===== src/rtl/apb_button_ctrl.sv =====
// APB slave for board push-buttons: 2-flop sync, per-button debounce, press/release
// edge detection, sticky W1C status, 8-bit press counters and a level interrupt.
module apb_button_ctrl #(
  parameter int unsigned ADDRWIDTH  = 12,
  parameter int unsigned NBTN       = 4,
  parameter int unsigned ACTIVE_LOW = 1,
  parameter logic [15:0] DB_RESET   = 16'd50000
) (
  input  logic                 pclk,
  input  logic                 presetn,
  input  logic                 psel,
  input  logic [ADDRWIDTH-1:0] paddr,
  input  logic                 penable,
  input  logic                 pwrite,
  input  logic [31:0]          pwdata,
  output logic [31:0]          prdata,
  output logic                 pready,
  output logic                 pslverr,
  input  logic [NBTN-1:0]      btn_in,
  output logic                 irq
);

  localparam int unsigned CNTW = 16;
  localparam int unsigned PCW  = 8;

  localparam logic [NBTN-1:0] IDLE_LVL = (ACTIVE_LOW != 0) ? {NBTN{1'b1}} : {NBTN{1'b0}};
  localparam logic [15:0]     BTN_MASK = 16'((32'd1 << NBTN) - 32'd1);
  localparam logic [31:0]     EVT_MASK = {BTN_MASK, BTN_MASK};

  localparam logic [2:0] A_RAW   = 3'd0;
  localparam logic [2:0] A_STATE = 3'd1;
  localparam logic [2:0] A_DBCNT = 3'd2;
  localparam logic [2:0] A_IE    = 3'd3;
  localparam logic [2:0] A_IS    = 3'd4;
  localparam logic [2:0] A_PCNT  = 3'd5;

  logic [NBTN-1:0] r_sync1;
  logic [NBTN-1:0] r_sync2;
  logic [NBTN-1:0] r_state;
  logic [CNTW-1:0] r_dbc  [NBTN];
  logic [PCW-1:0]  r_pcnt [NBTN];
  logic [15:0]     r_dbcnt;
  logic [31:0]     r_ie;
  logic [31:0]     r_is;
  logic [31:0]     r_prdata;
  logic            r_irq;

  logic [NBTN-1:0] w_pressed;
  logic [NBTN-1:0] w_flip;
  logic [NBTN-1:0] w_rise;
  logic [NBTN-1:0] w_fall;
  logic [CNTW:0]   w_cnt_inc [NBTN];
  logic [15:0]     w_thr;
  logic [2:0]      w_sel;
  logic            w_wr;
  logic            w_rd;
  logic [31:0]     w_is_set;
  logic [31:0]     w_is_clr;
  logic [31:0]     w_rdata;
  logic            w_unused;

  assign pready   = 1'b1;
  assign pslverr  = 1'b0;
  assign prdata   = r_prdata;
  assign irq      = r_irq;
  assign w_unused = ^{paddr, pwdata};

  assign w_sel     = paddr[4:2];
  assign w_wr      = psel & penable & pwrite;
  assign w_rd      = psel & ~penable & ~pwrite;
  assign w_pressed = (ACTIVE_LOW != 0) ? ~r_sync2 : r_sync2;
  assign w_thr     = (r_dbcnt == 16'd0) ? 16'd1 : r_dbcnt;

  // Two-flop synchroniser, idles at the released pin level
  always_ff @(posedge pclk or negedge presetn) begin
    if (!presetn) begin
      r_sync1 <= IDLE_LVL;
      r_sync2 <= IDLE_LVL;
    end else begin
      r_sync1 <= btn_in;
      r_sync2 <= r_sync1;
    end
  end

  // Flip when the disagreement run reaches the threshold; >= also covers a threshold lowered mid-count
  always_comb begin
    w_flip = '0;
    for (int i = 0; i < int'(NBTN); i++) begin
      w_cnt_inc[i] = {1'b0, r_dbc[i]} + 17'd1;
      w_flip[i]    = (w_pressed[i] != r_state[i]) && (w_cnt_inc[i] >= {1'b0, w_thr});
    end
  end

  assign w_rise = w_flip & ~r_state;
  assign w_fall = w_flip & r_state;

  always_ff @(posedge pclk or negedge presetn) begin
    if (!presetn) begin
      r_state <= '0;
      for (int i = 0; i < int'(NBTN); i++) r_dbc[i] <= '0;
    end else begin
      r_state <= r_state ^ w_flip;
      for (int i = 0; i < int'(NBTN); i++) begin
        if ((w_pressed[i] == r_state[i]) || w_flip[i]) r_dbc[i] <= '0;
        else                                            r_dbc[i] <= w_cnt_inc[i][CNTW-1:0];
      end
    end
  end

  always_comb begin
    w_is_set               = '0;
    w_is_set[NBTN-1:0]     = w_rise;
    w_is_set[16 +: NBTN]   = w_fall;
    w_is_clr               = (w_wr && (w_sel == A_IS)) ? (pwdata & EVT_MASK) : 32'd0;
  end

  // Control/status registers; a hardware set wins over a W1C of the same bit
  always_ff @(posedge pclk or negedge presetn) begin
    if (!presetn) begin
      r_dbcnt <= DB_RESET;
      r_ie    <= '0;
      r_is    <= '0;
      r_irq   <= 1'b0;
    end else begin
      if (w_wr && (w_sel == A_DBCNT)) r_dbcnt <= pwdata[15:0];
      if (w_wr && (w_sel == A_IE))    r_ie    <= pwdata & EVT_MASK;
      r_is  <= (r_is & ~w_is_clr) | w_is_set;
      r_irq <= |(r_is & r_ie);
    end
  end

  // Press counters: any PCNT write clears, a coincident press still counts
  always_ff @(posedge pclk or negedge presetn) begin
    if (!presetn) begin
      for (int i = 0; i < int'(NBTN); i++) r_pcnt[i] <= '0;
    end else begin
      for (int i = 0; i < int'(NBTN); i++) begin
        if (w_wr && (w_sel == A_PCNT)) r_pcnt[i] <= {7'd0, w_rise[i]};
        else                           r_pcnt[i] <= r_pcnt[i] + {7'd0, w_rise[i]};
      end
    end
  end

  always_comb begin
    w_rdata = '0;
    case (w_sel)
      A_RAW:   w_rdata[NBTN-1:0] = w_pressed;
      A_STATE: w_rdata[NBTN-1:0] = r_state;
      A_DBCNT: w_rdata[15:0]     = r_dbcnt;
      A_IE:    w_rdata           = r_ie;
      A_IS:    w_rdata           = r_is;
      A_PCNT: begin
        for (int i = 0; i < int'(NBTN); i++) w_rdata[PCW*i +: PCW] = r_pcnt[i];
      end
      default: w_rdata = '0;
    endcase
  end

  // Read data captured in the setup phase so it is valid during access
  always_ff @(posedge pclk or negedge presetn) begin
    if (!presetn)  r_prdata <= '0;
    else if (w_rd) r_prdata <= w_rdata;
  end

endmodule


===== config.mk =====
export PLATFORM = sky130hd
export DESIGN_NAME = apb_button_ctrl
export DESIGN_NICKNAME = d
export VERILOG_FILES = /design/src/rtl/apb_button_ctrl.sv
export SDC_FILE = /design/constraint.sdc
export NUM_CORES = 1
export LEC_CHECK = 0
export CAP_MARGIN = 5
export CELL_PAD_IN_SITES_DETAIL_PLACEMENT = 0
export CELL_PAD_IN_SITES_GLOBAL_PLACEMENT = 1
export CORE_ASPECT_RATIO = 0.5
export CORE_MARGIN = 10
export CORE_UTILIZATION = 41
export DETAILED_ROUTE_END_ITERATION = 8
export PLACE_DENSITY = 0.8
export SLEW_MARGIN = 20
export SYNTH_ARGS = -nofsm -noshare
export SYNTH_HDL_FRONTEND = slang
export SYNTH_SLANG_ARGS = --single-unit

===== constraint.sdc =====
create_clock -name pclk -period 3.67 [get_ports pclk]
set_clock_uncertainty 0.15 [all_clocks]
set_input_delay 0.367 -clock pclk [delete_from_list [all_inputs] [get_ports pclk]]
set_output_delay 0.367 -clock pclk [all_outputs]
set_load 0.01 [all_outputs]

# After elaboration in Yosys (flattened, before gate mapping)
# Index checks and enable logic that the tools add are counted.
# word_totals
input_bits	53
elab_cells	84
out_inout_bits	35
regBits	197
# op_classes
order_cmp	4
n_eq_ne	13
mux	13
bitwise	15
n_reduce_logical	15
addsub	8
# op_table
cell	n
16-bit two-way mux	5
16-bit by 1-bit adder with 17-bit output (second input constant)	4
17-bit by 16-bit greater-or-equal comparator with 1-bit output	4
16-bit one-hot mux with 3 select lines	1
12-bit one-hot mux with 3 select lines	1
8-bit by 1-bit adder with 8-bit output	4
32-bit by 20-bit AND with 32-bit output	1
32-bit AND	1
8-bit two-way mux	4
20-bit NOT with 32-bit output	1
32-bit by 20-bit bitwise OR with 32-bit output	1
32-bit OR reduction	1
4-bit one-hot mux with 6 select lines	1
20-bit two-way mux	1
16-bit logical NOT	1
4-bit AND	2
1-bit logical AND	8
4-bit NOT	2
3-bit by 2-bit equality test with 1-bit output (second input constant)	2
3-bit equality test (second input constant)	2
1-bit AND	4
1-bit equality test	4
1-bit logical OR	4
1-bit inequality test	4
other kinds (4)	5

# Logic depth before layout (Yosys ltp)
# Gate-level depths: netlist of the first run.
# logic_depth
depth_word	7
depth_mapped	20
ltp_nobuf	20

# Least setup slack after synthesis of the first run
# No wires, ideal clock.
# synth_timing
path_kind	register to register
start	register r_dbc[32] (netlist name)
end	register r_pcnt[22] (netlist name)
setup_ps	132
path_slack_ps	-321
t_arrival_ps	3709
stages_incl_launch_ff	21
required_time_ps	3388
period_less_slack_ps	3991
path_buffers	0
path_cell_list	dfrtp_1 > nand4_1 > nor2_1 > and2_1 > nand2_1 > xnor2_1 > ha_1 > or2b_1 > or4_1 > and3_1 > a311oi_1 > o31a_2 > o31ai_1 > and2_1 > ha_1 > ha_1 > ha_1 > and3_1 > nand3_1 > xor2_1 > nor2_1
# synth_via
elab_chain_cells	6
# synth_rtl
item	line	text
from (decl)	40	logic [CNTW-1:0] r_dbc [NBTN];
from (signal, indexed assignment)	105	else r_dbc[i] <= w_cnt_inc[i][CNTW-1:0];
16-bit by 1-bit adder with 17-bit output	89	w_cnt_inc[i] = {1'b0, r_dbc[i]} + 17'd1;
17-bit by 16-bit greater-or-equal comparator with 1-bit output	90	w_flip[i] = (w_pressed[i] != r_state[i]) && (w_cnt_inc[i] >= {1'b0, w_thr});
1-bit logical AND	90	
4-bit AND	94	assign w_rise = w_flip & ~r_state;
8-bit by 1-bit adder with 8-bit output	139	else r_pcnt[i] <= r_pcnt[i] + {7'd0, w_rise[i]};
8-bit two-way mux	138	if (w_wr && (w_sel == A_PCNT)) r_pcnt[i] <= {7'd0, w_rise[i]};
to (signal, indexed assignment)	138	
to (signal, indexed assignment)	139	
to (decl)	41	logic [PCW-1:0] r_pcnt [NBTN];
# No other way between the ends.
# A chain may end at the register's enable or synchronous reset.

# Final worst setup path of the first run
# Ends and elaborated chain as after synthesis.

==> results.json, run 1 <==
{
  "vias_per_cell": 5.31,
  "cts_max_level": 4,
  "ioPinCount": 88,
  "clock_sinks": 173,
  "routed_wl_mm": 26.8,
  "ys_ff_latch": 173,
  "antenna_found_initial": 0,
  "hold_ws_ns": 0.180,
  "clkTransAtPathRegs_ns": 0.07,
  "ys.warnings.count": 0,
  "fmax_ghz": 0.256,
  "fin_crit_sh_pct": 107,
  "grt_pass1_vias": 8068,
  "cp_data_arrival_time_ns": 4.08,
  "instances_no_fill": 1469,
  "postSynthCellCount": 936,
  "start_util_pct": 41.5,
  "async_reset_ff_share_pct": 100,
  "synth_top_area_share_pct": 42.2,
  "fin_crit_ns": 3.91,
  "peakVddDrop_uv": 393,
  "worstMarginPinSlew_ns": 0.810,
  "wl_per_cell_um": 18.2,
  "fill_cells": 1893,
  "hold_class": "input pin to flop",
  "cp-start-kind": "flop",
  "placedCellCount": 1404,
  "routabilityCongestion": 0.877,
  "clock_latency_ns": 0.44,
  "die_h_um": 127,
  "critPathMaxFanout": 4,
  "postLayoutCellArea_um2": 12800,
  "hpwl_mm": 19.2,
  "port-buffer-count": 64,
  "finalSetupViolCount": 11,
  "drc_errors": 0,
  "grt-ovfl-total": 0,
  "rows": 39,
  "violations": "setup timing",
  "synthDistinctLibCells": 65,
  "grt_max_degree": 88,
  "cts_tree": "yes",
  "powerDensity_nw_per_um2": 425,
  "placed_area_um2": 11400,
  "synth-xor-area-share_pct": 8.69,
  "p_leak_uw": 0.00596,
  "rsz0062_at_grt": "yes",
  "crit_type": "flop to flop",
  "grtUsageTotal_pct": 17.3,
  "n_antenna_cell": 0,
  "drt_iter0_markers": 487,
  "synth_compound_area_share_pct": 11.8,
  "syn_area_per_cell_um2": 10.1,
  "status": "finished with violations",
  "coreArea_um2": 22700,
  "drive_above_1_share_pct": 28.7,
  "max-slew-margin-rel_pct": 46.0,
  "synthToLayoutAreaGrowth_pct": 35.6,
  "synth_edf_count": 0,
  "worst_setup_path_end_kind": "flop",
  "synthSimpleGateAreaFrac_pct": 18.9,
  "fin_ws_ns": -0.239,
  "syn_area_um2": 9440,
  "grt_pass1_wl_mm": 41.4,
  "final_max_slew_viol_count": 0,
  "hold_violations": 0,
  "drtPass1Iterations": 5,
  "numCtsBuffers": 17,
  "nNetsFinal": 1271,
  "drtAntennaViolNets": 0,
  "die-area_um2": 29800,
  "synth_top_family_by_area": "simple AND/OR/NAND/NOR gates",
  "num_vias": 7801,
  "cts-root-buf": "clkbuf_16",
  "synth_mux_area_share_pct": 2.00,
  "die_w_um": 235,
  "worstPathRequired_ns": 3.84,
  "synth_area_leaders": "dfrtp_1, ha_1, xnor2_1",
  "ys_seq_area_share_pct": 46.1,
  "synthAdderAreaFrac_pct": 9.36,
  "yosys_most_used_dff": "dfrtp_1",
  "synth_fp_nets": 1058,
  "tns_ns": -0.883,
  "ctsLongestPathBuffers": 2,
  "max-cap-violations": 0,
  "yosysTopAreaCell": "dfrtp_1"
}
sequential cells by signal, indices dropped and copies added, names as in the netlist, named ones only:
signal,cells
r_dbc,64
prdata,32
r_pcnt,32
r_dbcnt,16
r_ie,8
r_is,8
r_sync1,4
r_sync2,4
r_state,3
irq,1
through the flow:
stage / worst slack (ns) / utilization, % / total power [uW]
CTS: -0.216 / 53.8 / 5380
finish: -0.239 / 56.3 / 5440
detailed placement: -0.377 / 49.9 / 3460
floorplan: -0.105 / - / 2870
global placement: -0.283 / 49.9 / 3420
global route: -0.442 / 56.3 / 5700
repair_timing:
item | in CTS | in global routing
hold buffers | 1 | 0
pin swaps | 23 | 60
gates resized for setup | 43 | 74
buffers inserted | 13 | 19
setup endpoints to repair | 45 | 53
hold endpoints to repair | 80 | 0
cells by family after synthesis:
family	Yosys count
other	2
AOI/OAI and AO/OA	153
xor gates and xnor gates	92
adders and majority gates	71
DFF	173
muxes	17
and+or+nand+nor	356
buffers and inverters	72
where the power goes:
part	total, uW	internal (uW)	switching, uW
sequential	2310	2120	190
combinational	1260	600	657
clock	1870	1030	839
total	5440	3760	1690
metal layers:
metal / global-route usage (%) / vias up / part of all wire [%] / routed length, um
li1: - / 3716 / - / -
met5: 0 / - / 0 / 0
met3: 3.31 / 40 / 4.1 / 1090
met4: 5.73 / 0 / 2.1 / 556
met1: 21.9 / 3859 / 45 / 11900
met2: 29.1 / 186 / 49 / 13200
final timing paths:
kind	start	endpoint	slack (ns)	cells after the start
max	r_dbc[32]	r_pcnt[22]	-0.24	20
min	btn_in[3]	r_sync1[3]	0.18	1
max reg2reg	r_dbc[32]	r_pcnt[22]	-0.24	20
min reg2reg	r_sync1[0]	r_sync2[0]	0.21	0
max in group asynchronous	presetn	r_dbcnt[8]	1.98	3
min in group asynchronous	presetn	r_pcnt[10]	0.40	2
layout make-up:
class | instances | area, um2 | share of cell area, %
clock buffers | 18 | 429 | 3.35
inverters | 42 | 158 | 1.23
clock inverters | 14 | 174 | 1.36
flip-flops and latches | 173 | 4350 | 34.0
multi-input cells | 691 | 5400 | 42.2
repair buffers | 224 | 1900 | 14.9
well taps | 307 | 384 | 3.00
critical path: stages, from the launching register on:
cell and delay, ns:
dfrtp_1 0.39, nand4_1 0.17, nor2_2 0.16, and2_4 0.18, and3_4 0.21, xor2_2 0.16
ha_1 0.27, nand3_2 0.12, o221ai_1 0.14, a41o_1 0.24, a311oi_2 0.25, o31a_2 0.20
o31ai_1 0.07, and2_4 0.18, ha_4 0.16, ha_4 0.17, ha_4 0.16, and3_4 0.18
nand3_2 0.07, xor2_1 0.14, nor2_1 0.06
synthesized netlist by cell type, drive strengths merged, types with 3 or more instances:
cell,instances
nand2b,3
nand2,62
xnor2,51
o31ai,4
dfstp,14
nor2b,54
nor3,10
and3,26
a21o,17
xor2,40
nand3,47
a221oi,20
a22o,17
clkbuf,22
or2,3
nand4,18
a211oi,4
a22oi,6
o21ai,32
o21a,3
buf,8
nor4,4
a21oi,19
inv,42
mux2,15
and4,7
o221ai,6
dfrtp,159
ha,69
nor2,108
a31oi,5
and2,8
cells in the final DEF (no fill, tap or decap), types with 6 or more instances in the layout:
| master | instances |
|---|---|
| a221oi_1 | 19 |
| a21o_1 | 17 |
| nor2_2 | 12 |
| ha_4 | 11 |
| xor2_1 | 38 |
| ha_1 | 53 |
| mux2_2 | 15 |
| dfstp_2 | 14 |
| nor3_1 | 6 |
| xnor2_2 | 9 |
| nand4_1 | 18 |
| xnor2_1 | 42 |
| a22oi_1 | 6 |
| nand3_2 | 15 |
| buf_6 | 10 |
| o21ai_0 | 28 |
| dfrtp_1 | 159 |
| nor2_1 | 94 |
| nor2b_1 | 48 |
| and3_4 | 8 |
| nand3_1 | 29 |
| buf_4 | 148 |
| nand2_1 | 58 |
| a21oi_1 | 14 |
| nor2b_2 | 6 |
| inv_1 | 42 |
| and3_1 | 18 |
| and4_1 | 6 |
| clkbuf_16 | 17 |
| clkdlybuf4s50_1 | 63 |
| a22o_1 | 17 |
Note: power is estimated with default switching activity, not from simulation.
==> inputs of run 2 (changes only) <==
--- a/config.mk
+++ b/config.mk
@@ -11,3 +11,3 @@
 export CORE_ASPECT_RATIO = 0.5
-export CORE_MARGIN = 10
+export CORE_MARGIN = 1
 export CORE_UTILIZATION = 41
@@ -15,2 +15,3 @@
 export PLACE_DENSITY = 0.8
+export RECOVER_POWER = 100
 export SLEW_MARGIN = 20
==> constraint.sdc (replaced) <==
create_clock -name pclk -period 3.67 [get_ports pclk]
set_clock_uncertainty 0.15 [all_clocks]
set_input_delay 0.734 -clock pclk [delete_from_list [all_inputs] [get_ports pclk]]
set_output_delay 0.734 -clock pclk [all_outputs]
set_load 0.01 [all_outputs]
==> run 2 against run 1 <==
Against the previous run:
- the flow finishes with violations (capacitance limit, slew limit, setup timing)
- power shrank 0.52%
- non-clock buffer count grew 12
- core utilization grew 2.1 points
- sequential power is essentially flat
- register-to-register slack lost 0.03 ns
- setup slack lost 0.032 ns
- clock-buffer cell count grew 1
- critical path depth is the same
==> results.json, run 2 (same netlist as run 1, synthesis figures left out) <==
{
  "p_sw_share_pct": 30.9,
  "cts_hold_buf": 0,
  "p_sw_uw": 1670,
  "num_vias": 7845,
  "worstPathRequired_ns": 3.84,
  "final_cell_mix": "dfrtp_1, buf_4, nor2_1",
  "finalSetupViolCount": 22,
  "placedCellCount": 1407,
  "n_antenna_cell": 0,
  "hold_ws_ns": 0.207,
  "status": "finished with violations",
  "rows": 38,
  "wl_met2_mm": 12.5,
  "drc_errors": 0,
  "cts_tree": "yes",
  "rsz0062_at_grt": "yes",
  "fin_util_pct": 58.3,
  "clock_latency_ns": 0.44,
  "met3_length_mm": 1.11,
  "grt_max_degree": 73,
  "drtPass1Iterations": 5,
  "grt_pass1_wl_mm": 41.2,
  "fill_cells": 1826,
  "instances_no_fill": 1474,
  "coreArea_um2": 22100,
  "critPathMaxFanout": 4,
  "drt_iter0_markers": 537,
  "clock_sinks": 173,
  "hpwl_mm": 18.7,
  "die_w_um": 217,
  "pre_cts_ws_ns": -0.396,
  "powerDensity_nw_per_um2": 420,
  "p_int_uw": 3740,
  "hold_violations": 0,
  "clkTransAtPathRegs_ns": 0.07,
  "grtUsageTotal_pct": 22.8,
  "max-slew-margin-rel_pct": -16.9,
  "die-area_um2": 23700,
  "routabilityCongestion": 0.878,
  "hold_class": "flop to flop",
  "peakVddDrop_uv": 338,
  "drtAntennaViolNets": 0,
  "grt_pass1_vias": 7944,
  "vias_per_cell": 5.32,
  "wl_met1_mm": 12.2,
  "drive_above_1_share_pct": 29.2,
  "start_util_pct": 42.7,
  "clock_power_share_pct": 34.4,
  "worst_setup_path_end_kind": "flop",
  "p_leak_uw": 0.00605,
  "nNetsFinal": 1283,
  "largest-register": "r_dbc",
  "fin_crit_ns": 3.94,
  "numCtsBuffers": 17,
  "violations": "capacitance limit, slew limit, setup timing",
  "cp-start-kind": "flop",
  "top_layer": "met4",
  "fin_ws_ns": -0.271,
  "cp_data_arrival_time_ns": 4.11,
  "combPwrFrac_pct": 23.1,
  "cts_max_level": 4,
  "final_max_slew_viol_count": 73,
  "max-cap-violations": 1,
  "ioPinCount": 88,
  "tns_ns": -2.66,
  "worstMarginPinSlew_ns": 1.75,
  "die_h_um": 109,
  "sequentialPowerShare_pct": 42.6,
  "ctsLongestPathBuffers": 2,
  "synthToLayoutAreaGrowth_pct": 36.7,
  "fin_crit_sh_pct": 107,
  "final_common_cell": "dfrtp_1",
  "routed_wl_mm": 26.1,
  "cts-root-buf": "clkbuf_16",
  "antenna_found_initial": 0,
  "fmax_ghz": 0.254,
  "wl_per_cell_um": 17.7,
  "grt-ovfl-total": 0,
  "port-buffer-count": 64,
  "largest_reg_flops": 64,
  "crit_type": "flop to flop"
}
-- run 2: worst max-delay path, cell delays in order, from the launching register on --
cell,delay [ns]
dfrtp_1,0.39
nand4_1,0.15
nor2_2,0.16
and2_4,0.20
nand2_4,0.06
xnor2_2,0.13
ha_2,0.17
or2b_1,0.21
or4_1,0.40
and3_4,0.20
a311oi_2,0.18
o31a_2,0.21
o31ai_4,0.08
and2_4,0.19
ha_4,0.16
ha_4,0.17
ha_4,0.15
and3_4,0.18
nand3_2,0.07
xor2_1,0.15
nor2_1,0.05
-- run 2: final timing paths --
check	start	to	slack (ns)	cells after the start
worst min register to register	r_sync1[2]	r_sync2[2]	0.21	0
worst min-delay path	r_sync1[2]	r_sync2[2]	0.21	0
max in group asynchronous	presetn	r_dbc[46]	1.08	2
worst max-delay path	r_dbc[32]	r_pcnt[22]	-0.27	20
worst max register to register	r_dbc[32]	r_pcnt[22]	-0.27	20
min in group asynchronous	presetn	prdata[17]	0.61	1
-- run 2: routing by layer --
metal  up-vias  track usage [%]
met3        19             4.41
met4         0             5.68
met1      3930             30.7
met2       146             37.9
met5         -                0
li1       3750                -
-- run 2: area by class of cell --
| cell class | instances | area, um2 | share of cell area [%] |
|---|---|---|---|
| Multi-Input combinational cell | 691 | 5530 | 42.9 |
| Timing Repair Buffer | 236 | 1890 | 14.6 |
| Tap cell | 300 | 375 | 2.91 |
| Sequential cell | 173 | 4350 | 33.7 |
| Inverter | 42 | 158 | 1.22 |
| Clock inverter | 13 | 153 | 1.18 |
| Clock buffer | 19 | 443 | 3.43 |
-- run 2: stage by stage --
stage	power, uW	cell area, um2
final	5410	12900
after global routing	5660	12900
after CTS	5360	12400
after detailed placement	3460	11400
after global placement	3420	11400
after floorplan	2870	9490
-- run 2: power groups by stage --
stage               Sequential (uW)  Clock, uW  Combinational (uW)
global placement               2310          0                1100
CTS                            2290       1890                1180
detailed placement             2320          0                1140
global route                   2330       1960                1370
finish                         2300       1860                1250
floorplan                      2310          0                 553
-- run 2: timing repair --
action | 4_1_cts | 5_1_grt
setup endpoints to repair | 37 | 58
pin swaps | 27 | 66
endpoints found under the hold margin | 0 | 0
gates resized for setup | 51 | 94
buffers inserted | 19 | 17
